[config.mk]
export PLATFORM = sky130hd
export DESIGN_NAME = amiq_sock_tx_arbiter
export DESIGN_NICKNAME = d
export VERILOG_FILES = /design/src/rtl/amiq_sock_arb_pkg.sv /design/src/rtl/amiq_rr_picker.sv /design/src/rtl/amiq_sock_tx_arbiter.sv
export SDC_FILE = /design/constraint.sdc
export NUM_CORES = 1
export LEC_CHECK = 0
export BUFFER_PORTS_ARGS = -buffer_cell sky130_fd_sc_hd__buf_2
export CAP_MARGIN = 20
export CORE_MARGIN = 3
export CORE_UTILIZATION = 35
export CTS_BUF_LIST = sky130_fd_sc_hd__clkbuf_4 sky130_fd_sc_hd__clkbuf_8
export CTS_CLUSTER_DIAMETER = 40
export CTS_CLUSTER_SIZE = 25
export DETAILED_ROUTE_END_ITERATION = 16
export PLACE_DENSITY = 0.61
export SYNTH_ARGS = -nofsm -noshare
export SYNTH_HDL_FRONTEND = slang
export SYNTH_HIERARCHICAL = 1
export SYNTH_SLANG_ARGS = --single-unit
[constraint.sdc]
create_clock -name clk -period 3.01 [get_ports clk]
set_input_delay 0.1505 -clock clk [delete_from_list [all_inputs] [get_ports clk]]
set_output_delay 0.1505 -clock clk [all_outputs]
set_load 0.01 [all_outputs]
[src/rtl/amiq_sock_arb_pkg.sv]
// Shared types and helpers for the socket transmit arbiter and the
// receive-side dispatcher.
package amiq_sock_arb_pkg;

   typedef enum logic [1:0] {ARB_IDLE, ARB_XFER, ARB_DRAIN} arb_state_t;

   localparam int STAT_W = 16;

   // First set bit of valid at or after ptr, wrapping modulo n (n <= 16).
   // Returns ptr when nothing is valid; callers qualify with an any-valid flag.
   function automatic int unsigned rr_pick(input logic [15:0] valid,
                                           input int unsigned ptr,
                                           input int unsigned n);
      int unsigned idx;
      int unsigned cand;
      logic        found;
      idx   = ptr;
      found = 1'b0;
      for (int unsigned k = 0; k < 16; k++) begin
         cand = ptr + k;
         if (cand >= n) cand = cand - n;
         if (!found && (k < n) && valid[cand[3:0]]) begin
            idx   = cand;
            found = 1'b1;
         end
      end
      return idx;
   endfunction

endpackage

[src/rtl/amiq_rr_picker.sv]
// Combinational round-robin priority search over N request lines (N <= 16).
module amiq_rr_picker
   import amiq_sock_arb_pkg::*;
#(
   parameter int N = 4
) (
   input  logic [N-1:0]          valid_i,
   input  logic [$clog2(N)-1:0]  ptr_i,
   output logic                  any_o,
   output logic [$clog2(N)-1:0]  idx_o
);

   localparam int IW = $clog2(N);

   int unsigned pick;

   always_comb begin
      pick  = rr_pick(16'(valid_i), 32'(ptr_i), N);
      idx_o = IW'(pick);
      any_o = |valid_i;
   end

endmodule

[src/rtl/amiq_sock_tx_arbiter.sv]
// Packet-granular round-robin arbiter feeding the outbound socket bridge.
// Define AMIQ_SOCK_ARB_STATS_EN to add per-requester packet and drop counters.
module amiq_sock_tx_arbiter
   import amiq_sock_arb_pkg::*;
#(
   parameter int NUM_REQ     = 4,
   parameter int DATA_W      = 8,
   parameter int MAX_LEN     = 256,
   parameter int TIMEOUT_CYC = 1024
) (
   input  logic                         clk,
   input  logic                         rst_n,
   input  logic                         cfg_done_i,
   input  logic [NUM_REQ-1:0]           req_valid_i,
   input  logic [NUM_REQ*DATA_W-1:0]    req_data_i,
   input  logic [NUM_REQ-1:0]           req_last_i,
   output logic [NUM_REQ-1:0]           req_ready_o,
   output logic                         tx_valid_o,
   output logic [DATA_W-1:0]            tx_data_o,
   output logic                         tx_last_o,
   output logic [$clog2(NUM_REQ)-1:0]   tx_src_o,
   input  logic                         tx_ready_i,
   output logic                         busy_o,
   output logic                         timeout_err_o,
   output logic                         len_err_o,
`ifdef AMIQ_SOCK_ARB_STATS_EN
   output logic [NUM_REQ*STAT_W-1:0]    pkt_cnt_o,
   output logic [STAT_W-1:0]            drop_cnt_o,
`endif
   output logic [$clog2(NUM_REQ)-1:0]   err_src_o
);

   localparam int IDX_W   = $clog2(NUM_REQ);
   localparam int BEAT_W  = $clog2(MAX_LEN + 1);
   localparam int STALL_W = $clog2(TIMEOUT_CYC + 1);

   arb_state_t          state_q, state_d;
   logic [IDX_W-1:0]    rr_ptr_q, rr_ptr_d;
   logic [IDX_W-1:0]    grant_q, grant_d;
   logic [BEAT_W-1:0]   beat_cnt_q, beat_cnt_d;
   logic [STALL_W-1:0]  stall_cnt_q, stall_cnt_d;
   logic [IDX_W-1:0]    err_src_q, err_src_d;

   logic                pick_any;
   logic [IDX_W-1:0]    pick_idx;
   logic                sel_valid;
   logic                sel_last;
   logic [DATA_W-1:0]   sel_data;
   logic                len_hit;
   logic                hs;
   logic [IDX_W-1:0]    rr_next;

   amiq_rr_picker #(.N(NUM_REQ)) u_picker (
      .valid_i (req_valid_i),
      .ptr_i   (rr_ptr_q),
      .any_o   (pick_any),
      .idx_o   (pick_idx)
   );

   assign sel_valid = req_valid_i[grant_q];
   assign sel_last  = req_last_i[grant_q];
   assign sel_data  = req_data_i[grant_q*DATA_W +: DATA_W];
   assign len_hit   = (beat_cnt_q == BEAT_W'(MAX_LEN - 1));
   assign hs        = (state_q == ARB_XFER) && sel_valid && tx_ready_i;
   assign rr_next   = (grant_q == IDX_W'(NUM_REQ - 1)) ? '0 : grant_q + IDX_W'(1);
   assign busy_o    = (state_q != ARB_IDLE);
   assign err_src_o = err_src_q;

   always_ff @(posedge clk or negedge rst_n) begin
      if (!rst_n) begin
         state_q     <= ARB_IDLE;
         rr_ptr_q    <= '0;
         grant_q     <= '0;
         beat_cnt_q  <= '0;
         stall_cnt_q <= '0;
         err_src_q   <= '0;
      end else begin
         state_q     <= state_d;
         rr_ptr_q    <= rr_ptr_d;
         grant_q     <= grant_d;
         beat_cnt_q  <= beat_cnt_d;
         stall_cnt_q <= stall_cnt_d;
         err_src_q   <= err_src_d;
      end
   end

   always_comb begin
      state_d       = state_q;
      rr_ptr_d      = rr_ptr_q;
      grant_d       = grant_q;
      beat_cnt_d    = beat_cnt_q;
      stall_cnt_d   = stall_cnt_q;
      err_src_d     = err_src_q;
      tx_valid_o    = 1'b0;
      tx_data_o     = '0;
      tx_last_o     = 1'b0;
      tx_src_o      = '0;
      req_ready_o   = '0;
      timeout_err_o = 1'b0;
      len_err_o     = 1'b0;
      unique case (state_q)
         ARB_IDLE: begin
            beat_cnt_d  = '0;
            stall_cnt_d = '0;
            if (cfg_done_i && pick_any) begin
               grant_d = pick_idx;
               state_d = ARB_XFER;
            end
         end
         ARB_XFER: begin
            tx_valid_o           = sel_valid;
            tx_data_o            = sel_data;
            tx_last_o            = sel_last | len_hit;
            tx_src_o             = grant_q;
            req_ready_o[grant_q] = tx_ready_i;
            if (hs) begin
               beat_cnt_d  = beat_cnt_q + BEAT_W'(1);
               stall_cnt_d = '0;
               if (sel_last) begin
                  state_d    = ARB_IDLE;
                  rr_ptr_d   = rr_next;
                  beat_cnt_d = '0;
               end else if (len_hit) begin
                  // Bridge already saw a forced tx_last; swallow the tail.
                  len_err_o = 1'b1;
                  err_src_d = grant_q;
                  state_d   = ARB_DRAIN;
               end
            end else if (stall_cnt_q == STALL_W'(TIMEOUT_CYC - 1)) begin
               timeout_err_o = 1'b1;
               err_src_d     = grant_q;
               state_d       = ARB_DRAIN;
            end else begin
               stall_cnt_d = stall_cnt_q + STALL_W'(1);
            end
         end
         ARB_DRAIN: begin
            tx_src_o             = grant_q;
            req_ready_o[grant_q] = 1'b1;
            if (sel_valid && sel_last) begin
               state_d  = ARB_IDLE;
               rr_ptr_d = rr_next;
            end
         end
         default: state_d = ARB_IDLE;
      endcase
   end

`ifdef AMIQ_SOCK_ARB_STATS_EN
   logic              pkt_done;
   logic [STAT_W-1:0] drop_cnt_q;

   assign pkt_done   = hs && sel_last;
   assign drop_cnt_o = drop_cnt_q;

   for (genvar gi = 0; gi < NUM_REQ; gi++) begin : g_pkt_cnt
      logic [STAT_W-1:0] cnt_q;
      always_ff @(posedge clk or negedge rst_n) begin
         if (!rst_n) begin
            cnt_q <= '0;
         end else if (pkt_done && (grant_q == IDX_W'(gi)) && (cnt_q != '1)) begin
            cnt_q <= cnt_q + STAT_W'(1);
         end
      end
      assign pkt_cnt_o[gi*STAT_W +: STAT_W] = cnt_q;
   end

   always_ff @(posedge clk or negedge rst_n) begin
      if (!rst_n) begin
         drop_cnt_q <= '0;
      end else if ((timeout_err_o || len_err_o) && (drop_cnt_q != '1)) begin
         drop_cnt_q <= drop_cnt_q + STAT_W'(1);
      end
   end
`endif

endmodule

==> run metrics <==
FF-to-FF path depth 7; Hold Vio Cnt, Final 0; Setup-failing EPs final 0; Main synth FF type dfrtp_1; Crit Path Class reg2reg; Setup WS post-layout 0.462 ns; initial core utilization 37.3%; max-cap check violation count 0; Vias/cell between 5 and 6; Synth Area in Adders 7.65%; final wirelength approximately 5300 um; die width 86.9 um; first-pass GRT wire length 8830 um; CTS buffer count 3; Mapped Area 2290 um2; Rows 28; PortBufs 64; Bufs and invs on worst path 1; peak supply drop 0.342 mV; Die Ht just under 90 um; Nets 357; outcome finished clean; DR vias between 2000 and 2500; WL per Instance 14.3 um; Rel. slew slack approximately three fifths; antenna violations before repair 0; post-synthesis compound-gate area fraction 18.4%; Final Wtd Congestion 0.805; CP Cell Sequence inv_1, ha_1, mux4_1, or3b_4, a221o_1, a22o_1, mux2_2; Tcrit/Tclk final 84.7%; leakage power 1.28 nW; clk_lat worst skew between 0.2 and 0.3 ns; Hold Path Stages 3; largest net degree at the start of global routing 29; #FFs+latches synth 28; Avg Cell Area, Syn 9.74 um2; Final Non-Filler Cells 373; Die Area 7540 um2; Worst Skew 0.00811 ns; fillers between 500 and 600; core area slightly above 6000 um2; CP delay by family, top multiplexers; XOR/XNOR Fraction of Synth Area 0.383%; maximum level of the CTS H-tree 1; drt first-iter violations roughly 130; Worst Path Required 3.17 ns; Root Driver clkbuf_8; Total Routing Usage GR ~14%; CP Max Fanout 7; TritonCTS sink count 28; vias in the first global route 1918; CTS clk-pin slew, worst paths 0.09 ns; multi-input logic area between 1000 and 1500 um2; Setup WS pre-CTS a little under 0.5 ns; largest family of logic cells by synthesized area simple AND/OR/NAND/NOR gates; commonest non-fill, non-tap cell in the layout buf_2; post-synth cell types 48; Cells after Synth 235; Register Area 701 um2; setup TNS 0 ns; Final HPWL DP 4270 um; RSZ-0062 raised after global routing false; CTS tree yes; Crit path depth 7; simple logic cell fraction of the synthesized area 19.4%; Ys Warns 6; Residual DRC 0; antenna-violating nets left 0; Syn Nets approximately 290; Async S/R FF share, synth 100%; mux share of post-synthesis cell area 18.5%; critical path capture point type register; maximum clock rate 392 MHz; Max stage delay cell, worst path dfrtp_1; Placed Instances between 300 and 400; Clock Path Buffers 2; sequential fraction of the synthesis area 30.6%; crit path DAT 2.71 ns; area growth from synthesis to layout 20.7%; Hold Path Class in2reg; Max Transition Viols Final 0; drt first pass iters 4; PwrDens between 700 and 800 nW/um2; share of layout cells above drive strength 1 approximately a third; Post-synth EDFFs 0; GRT Residual Overflow 0; Min Clock Period, post-route 2.55 ns; diodes inserted 0; Worst path max stage delay 0.47 ns; Boundary Pins 65; commonest non-fill, non-tap cells in the layout buf_2, dfrtp_1, and2_1; startpoint types register; actual slew at the worst max-slew pin just over 0.6 ns
## where the power goes
part	switching, W	leakage, nW	internal (W)	total (W)
clock	0.000115	0.0357	0.000178	0.000294
combinational	0.000677	0.867	0.000652	0.00133
sequential	0.000106	0.378	0.000440	0.000547
## final cells by class
type / count / area share (%)
Clock buffer: 3 / 1.50
Tap cell: 75 / 3.40
Inverter: 15 / 2.04
Multi-Input combinational cell: 181 / 53.3
Clock inverter: 1 / 1.09
Sequential cell: 28 / 25.4
Timing Repair Buffer: 70 / 13.3
## final timing paths
kind | startpoint | to | slack [ns]
max in group asynchronous | rst_n | grant_q[0]$_DFFE_PN0P_ | 2.18
worst max-delay path | rr_ptr_q[1]$_DFFE_PN0P_ | grant_q[1]$_DFFE_PN0P_ | 0.46
min in group asynchronous | rst_n | beat_cnt_q[0]$_DFFE_PN0P_ | 0.41
worst max register to register | rr_ptr_q[1]$_DFFE_PN0P_ | grant_q[1]$_DFFE_PN0P_ | 0.46
worst min register to register | stall_cnt_q[8]$_DFFE_PN0P_ | stall_cnt_q[8]$_DFFE_PN0P_ | 0.49
worst min-delay path | cfg_done_i | grant_q[0]$_DFFE_PN0P_ | 0.28
## cell families (layout without fill, tap and decap cells)
kind of cell | Yosys count | count (layout)
simple gates | 82 | 82
compound gates | 62 | 62
flops | 28 | 28
buf+inv | 26 | 89
mux | 22 | 22
fa+ha+maj | 14 | 14
xor+xnor | 1 | 1
## worst min-delay path, stage by stage
cell     delay (ns)
buf_2          0.11
nand3_1        0.11
mux2_2         0.16
## registers in the layout (all words and copies together) (netlist names)
register / flops
stall_cnt_q: 11
beat_cnt_q: 9
err_src_o: 2
grant_q: 2
rr_ptr_q: 2
state_q: 2
## cell usage after synthesis, drive strengths merged, types with 3 or more instances
cell type,n,area [um2]
dfrtp,28,701
and2,20,125
nand2,16,60.1
o21ai,16,80.1
inv,15,56.3
ha,14,175
mux4,14,327
nand3,11,55.1
a21oi,10,53.8
a31oi,8,50.1
mux2,8,97.6
nor2,8,30.0
and3,6,37.5
clkbuf,6,22.5
buf,5,37.5
nor3,5,25.0
o31ai,5,37.5
or4,4,30.0
a211oi,3,22.5
nand2b,3,18.8
nand4,3,18.8
## per-stage QoR
stage	power (W)	utilization [%]	cell area [um2]	hold slack, ns
floorplan	0.00155	-	2290	-0.145
global placement	0.00188	43.7	2680	0.219
detailed placement	0.00189	43.7	2680	0.215
CTS	0.00220	45.0	2760	0.269
global route	0.00237	45.0	2760	0.281
finish	0.00217	45.0	2760	0.284
## per-layer routing
metal  global-route usage [%]  vias to the layer above  part of all wire [%]
li1                         -                     1018                     -
met1                     17.8                     1007                    43
met2                     25.6                       45                    51
met3                     3.12                        2                   5.4
met4                     2.55                        0                  0.67
met5                        0                        -                     0
## timing repair
item,4_1_cts,5_1_grt
gates resized for setup,0,0
endpoints found under the hold margin,28,0
buffers inserted,0,0
hold buffers,1,0
No activity file was read; power rests on OpenSTA's default activity.
